## config.mk

```make
export PLATFORM = sky130hd
export DESIGN_NAME = video_driver
export DESIGN_NICKNAME = d
export VERILOG_FILES = /design/src/rtl/video_driver.sv
export SDC_FILE = /design/constraint.sdc
export NUM_CORES = 1
export LEC_CHECK = 0
export CELL_PAD_IN_SITES_DETAIL_PLACEMENT = 0
export CELL_PAD_IN_SITES_GLOBAL_PLACEMENT = 1
export CORE_UTILIZATION = 40
export CTS_BUF_LIST = sky130_fd_sc_hd__clkbuf_8
export DETAILED_ROUTE_END_ITERATION = 6
export PLACE_DENSITY = 0.93
export SYNTH_ARGS = -nofsm -noshare
export SYNTH_HDL_FRONTEND = slang
export SYNTH_SLANG_ARGS = --single-unit
export TNS_END_PERCENT = 1
```

## constraint.sdc

```tcl
create_clock -name pixel_clk -period 6.7 [get_ports pixel_clk]
set_clock_uncertainty 0.15 [all_clocks]
set_input_delay 2.01 -clock pixel_clk [delete_from_list [all_inputs] [get_ports pixel_clk]]
set_output_delay 2.01 -clock pixel_clk [all_outputs]
set_load 0.01 [all_outputs]
```

## src/rtl/video_driver.sv

```systemverilog
// Raster timing generator and pixel-fetch master: h/v counters, early pixel
// request to the drawing block, and registered sync/de/rgb to the encoder.
module video_driver #(
  parameter logic [10:0] H_SYNC   = 11'd40,
  parameter logic [10:0] H_BACK   = 11'd220,
  parameter logic [10:0] H_DISP   = 11'd1280,
  parameter logic [10:0] H_FRONT  = 11'd110,
  parameter logic [10:0] V_SYNC   = 11'd5,
  parameter logic [10:0] V_BACK   = 11'd20,
  parameter logic [10:0] V_DISP   = 11'd720,
  parameter logic [10:0] V_FRONT  = 11'd5,
  parameter logic        SYNC_POL = 1'b1
) (
  input  logic        pixel_clk,
  input  logic        sys_rst,
  input  logic [23:0] pixel_data,
  output logic [10:0] pixel_xpos,
  output logic [10:0] pixel_ypos,
  output logic        data_req,
  output logic        video_hs,
  output logic        video_vs,
  output logic        video_de,
  output logic [23:0] video_rgb,
  output logic        frame_start
);

  localparam logic [10:0] H_TOTAL   = H_SYNC + H_BACK + H_DISP + H_FRONT;
  localparam logic [10:0] V_TOTAL   = V_SYNC + V_BACK + V_DISP + V_FRONT;
  localparam logic [10:0] H_LAST    = H_TOTAL - 11'd1;
  localparam logic [10:0] V_LAST    = V_TOTAL - 11'd1;
  localparam logic [10:0] HA        = H_SYNC + H_BACK;
  localparam logic [10:0] VA        = V_SYNC + V_BACK;
  localparam logic [10:0] H_END     = HA + H_DISP;
  localparam logic [10:0] V_END     = VA + V_DISP;
  localparam logic [10:0] H_REQ     = HA - 11'd1;
  localparam logic [10:0] H_REQ_END = H_END - 11'd1;

  logic [10:0] h_cnt;
  logic [10:0] v_cnt;
  logic        h_active;
  logic        v_active;
  logic        de_decode;
  logic        h_req;

  always_ff @(posedge pixel_clk or posedge sys_rst) begin
    if (sys_rst) begin
      h_cnt <= '0;
      v_cnt <= '0;
    end else if (h_cnt == H_LAST) begin
      h_cnt <= '0;
      v_cnt <= (v_cnt == V_LAST) ? '0 : v_cnt + 11'd1;
    end else begin
      h_cnt <= h_cnt + 11'd1;
    end
  end

  // Request window runs one clock ahead of the active window so the
  // drawing block's registered pixel_data lines up with de_decode.
  always_comb begin
    h_active   = (h_cnt >= HA) && (h_cnt < H_END);
    v_active   = (v_cnt >= VA) && (v_cnt < V_END);
    de_decode  = h_active && v_active;
    h_req      = (h_cnt >= H_REQ) && (h_cnt < H_REQ_END);
    data_req   = h_req && v_active;
    pixel_xpos = '0;
    pixel_ypos = '0;
    if (data_req) begin
      pixel_xpos = h_cnt - H_REQ;
      pixel_ypos = v_cnt - VA;
    end
  end

  always_ff @(posedge pixel_clk or posedge sys_rst) begin
    if (sys_rst) begin
      video_hs    <= ~SYNC_POL;
      video_vs    <= ~SYNC_POL;
      video_de    <= 1'b0;
      video_rgb   <= '0;
      frame_start <= 1'b0;
    end else begin
      video_hs    <= (h_cnt < H_SYNC) ? SYNC_POL : ~SYNC_POL;
      video_vs    <= (v_cnt < V_SYNC) ? SYNC_POL : ~SYNC_POL;
      video_de    <= de_decode;
      video_rgb   <= de_decode ? pixel_data : '0;
      frame_start <= (h_cnt == '0) && (v_cnt == '0);
    end
  end

endmodule

```

==> Implementation_results.wiki <==
{| class="wikitable"
! Metric !! Value
|-
| Number of levels in the clock H-tree || 2
|-
| Routed WL per cell || 14.4 um
|-
| Total Neg Setup Slack || 0 ns
|-
| DRC Markers || 0
|-
| Die Outline Area || 7580 sq um
|-
| Total I/O pin count || 77
|-
| Overall via count from detail_route || 2,423
|-
| Maximum net fanout on the critical path || 37
|-
| Core Area || 6910 sq um
|-
| Cell taking the most area after synthesis || sky130_fd_sc_hd__dfrtp_1
|-
| Post-cts hold buffer count || 0
|-
| Syn nets || 352
|-
| Capturing element type of the critical path || output pin
|-
| Crit Path Category || reg2out
|-
| Clock slew seen by the registers of the worst setup and hold paths || 0.10 ns
|-
| Most common library cell in the layout ignoring fill and taps || sky130_fd_sc_hd__clkdlybuf4s50_1
|-
| Top FF cell, synth || sky130_fd_sc_hd__dfrtp_1
|-
| Number of clock sinks || 50
|-
| Max-cap violation count || 0
|-
| Crit-path max cell delay || 0.60 ns
|-
| Class of the worst hold path || reg2reg
|-
| First-pass GRT wire length || 11.1 mm
|-
| Worst r2r path cells || 3
|-
| Total leakage power || 1.58 nW
|-
| GRT Total Usage || 0.190
|-
| Depth of the worst hold-timing path || 1
|-
| Mapped cell area || 2890 sq um
|-
| Critical path data arrival time || 3.20 ns
|-
| Post-cts repair resize count || 0
|-
| CTS Buf Count || 5
|-
| Cell breakdown of the critical path || or3_1 > o41ai_1 > nand3_2 > buf_4 > a211oi_1 > clkdlybuf4s50_1
|-
| Area share of and/or/nand/nor cells after synthesis || 0.269
|-
| Required arrival time at the worst endpoint || 4.54 ns
|-
| Fraction of layout instances using a drive strength above 1 || 0.0747
|-
| Share of the synthesized area in the top cell type || 0.432
|-
| Warning count from the yosys run || 0
|-
| Commonest cells after routing, fill and taps aside || sky130_fd_sc_hd__clkdlybuf4s50_1, sky130_fd_sc_hd__dfrtp_1, sky130_fd_sc_hd__nor3_1
|-
| Drt first-iter violations || 176
|-
| Leading post-synthesis cells by cell area || sky130_fd_sc_hd__dfrtp_1, sky130_fd_sc_hd__nor3_1, sky130_fd_sc_hd__xnor2_1
|-
| Worst Path Buf+Inv || 2
|-
| Family with the most delay on the worst path || buffers and inverters
|-
| Number of library cell types mapped by synthesis || 48
|-
| Antenna Cells || 0
|-
| Async set-or-reset flop fraction in the synthesized netlist || 1.00
|-
| Final worst path period need || 5.36 ns
|-
| Setup repair after global routing missed its margin || no
|-
| Number of antenna violations at the first check in global routing || 0
|-
| Final HPWL DP || 4.90 mm
|-
| TritonCTS clock tree || built
|-
| Antenna violation net count after detailed routing || 0
|-
| Count of TritonRoute iterations in the first routing pass || 4
|-
| Final core utilization || 0.543
|-
| Share of the clock period used by the worst path after layout || 0.799
|-
| Grt ovf || 0
|-
| Placed cell area || 3640 sq um
|-
| Row count || 30
|-
| Worst supply voltage drop on vdd || 0.0000823 V
|-
| Detail-routed via count per cell || 5.14
|-
| Detailed Route WL || 6.80 mm
|-
| Area share of xor/xnor cells in the synthesized design || 0.0636
|-
| Area added between synthesis and finish || 29.7%
|-
| Transition time at the pin with the least slew margin || 1.20 ns
|-
| Fraction of synthesized area in multiplexers || 0.0208
|-
| Clock latency at the later pin of the worst-skew pair || 0.31 ns
|-
| Slew Limit Headroom || 0.201
|-
| Die Width || 87.1 um
|-
| Share of synthesized area occupied by flip-flops and latches || 0.432
|-
| Cell area power density || 146 nW/um^2
|-
| Cell at the root of the clock tree || sky130_fd_sc_hd__clkbuf_8
|-
| Vias in the first global route || 2,172
|-
| Initial core utilization || 0.419
|-
| Number of instances in the synthesized netlist || 319
|-
| Path length in cells of the critical path || 6
|-
| Total number of nets in the final design || 407
|-
| Final Hold Fails || 0
|-
| Setup violators final || 0
|-
| Master of the slowest instance on the critical path || sky130_fd_sc_hd__clkdlybuf4s50_1
|-
| Number of buffers between clock root and the deepest sink || 2
|-
| Maximum number of pins on one net before global-route repair || 51
|-
| Mapped Avg Cell Area || 9.07 sq um
|-
| Post-CTS setup buffer count || 0
|-
| Flip-flop and latch count after synthesis || 50
|-
| Y dimension of the die || 87.1 um
|-
| Number of slew-limit violations in the final report || 0
|-
| Post-route cell area || 3750 sq um
|-
| Fmax || 187 MHz
|-
| Post-synth EDFFs || 0
|-
| Compound-Gate Fraction of Synth Area || 0.0834
|-
| Final Wtd Congestion || 0.861
|-
| Arithmetic-cell share of the synthesized area counting full adders, half adders and majority gates || 0.0303
|-
| WHS || 0.474 ns
|-
| Main combinational cell family by area after synthesis || simple AND/OR/NAND/NOR gates
|-
| Nature of the critical path startpoint || flip-flop
|-
| Quantity of I/O buffers inserted on ports || 76
|-
| Run status || finished, final reports clean
|}
==> sequential cells by signal, indices dropped and copies added, names as in the netlist <==
| register | cells |
|---|---|
| video_rgb | 24 |
| h_cnt | 11 |
| v_cnt | 11 |
| frame_start | 1 |
| video_de | 1 |
| video_hs | 1 |
| video_vs | 1 |
==> final cells by class <==
cell class                      instances  area (sq um)
Clock buffer                            5          68.8
Clock inverter                          3          47.5
Fill cell                             635          3150
Inverter                               32           120
Multi-Input combinational cell        206          1360
Sequential cell                        50          1250
Tap cell                               96           120
Timing Repair Buffer                   79           783
==> cells by family (layout without fill, tap and decap cells) <==
logic type      after synthesis  after routing
compound gates               38             38
flops                        50             50
buf+inv                      63            119
simple gates                134            134
fa+ha+maj                     7              7
mux                           6              6
xor+xnor                     21             21
==> report_power, final <==
group	switching (mW)	leakage, nW	internal (mW)	total [mW]
Combinational	0.00998	0.846	0.0137	0.0237
Sequential	0	0.679	0.302	0.302
Clock	0.109	0.0587	0.113	0.222
==> path summary, 6_finish.rpt <==
kind / startpoint / to / slack (ns)
worst max-delay path: h_cnt[5] / pixel_xpos[3] / 1.34
max in group asynchronous: sys_rst / v_cnt[8] / 3.63
min in group asynchronous: sys_rst / video_rgb[11] / 2.13
worst min register to register: v_cnt[9] / v_cnt[9] / 0.47
worst max register to register: v_cnt[2] / video_rgb[6] / 4.26
worst min-delay path: v_cnt[9] / v_cnt[9] / 0.47
==> through the flow <==
stage          total power [mW]  setup slack [ns]  std cells
2_1_floorplan             0.315              2.68        319
4_1_cts                   0.553              1.36        471
3_3_place_gp              0.331              1.76        463
6_report                  0.547              1.34        471
3_5_place_dp              0.332              1.71        463
5_1_grt                   0.574              1.11        471
==> Yosys cell counts, types with 2 or more instances <==
| master | count |
|---|---|
| sky130_fd_sc_hd__buf_6 | 5 |
| sky130_fd_sc_hd__nand4b_1 | 2 |
| sky130_fd_sc_hd__inv_1 | 32 |
| sky130_fd_sc_hd__nor4_1 | 9 |
| sky130_fd_sc_hd__clkbuf_1 | 13 |
| sky130_fd_sc_hd__a31oi_1 | 2 |
| sky130_fd_sc_hd__nor3_2 | 9 |
| sky130_fd_sc_hd__or3_1 | 5 |
| sky130_fd_sc_hd__a32oi_1 | 2 |
| sky130_fd_sc_hd__buf_1 | 2 |
| sky130_fd_sc_hd__or2_0 | 2 |
| sky130_fd_sc_hd__ha_1 | 7 |
| sky130_fd_sc_hd__and3_1 | 7 |
| sky130_fd_sc_hd__a211oi_1 | 4 |
| sky130_fd_sc_hd__a21oi_1 | 8 |
| sky130_fd_sc_hd__nor2_1 | 16 |
| sky130_fd_sc_hd__xor2_1 | 6 |
| sky130_fd_sc_hd__or4_1 | 2 |
| sky130_fd_sc_hd__nand3_1 | 12 |
| sky130_fd_sc_hd__mux2i_1 | 6 |
| sky130_fd_sc_hd__nor4b_2 | 2 |
| sky130_fd_sc_hd__buf_2 | 10 |
| sky130_fd_sc_hd__nand2_1 | 14 |
| sky130_fd_sc_hd__dfrtp_1 | 50 |
| sky130_fd_sc_hd__nor3_1 | 39 |
| sky130_fd_sc_hd__o21ai_0 | 9 |
| sky130_fd_sc_hd__o21ai_1 | 4 |
| sky130_fd_sc_hd__and2_1 | 2 |
| sky130_fd_sc_hd__nand4_1 | 5 |
| sky130_fd_sc_hd__xnor2_1 | 15 |
==> routing by layer <==
metal  track usage  vias up  share of wire  wire, um
li1              -     1200              -         -
met1         0.239     1143           0.41      2790
met2         0.336       76           0.53      3620
met3        0.0332        4          0.048       324
met4        0.0515        0         0.0084        57
met5             0        -              0         0
Power figures use the tool's default switching activity.
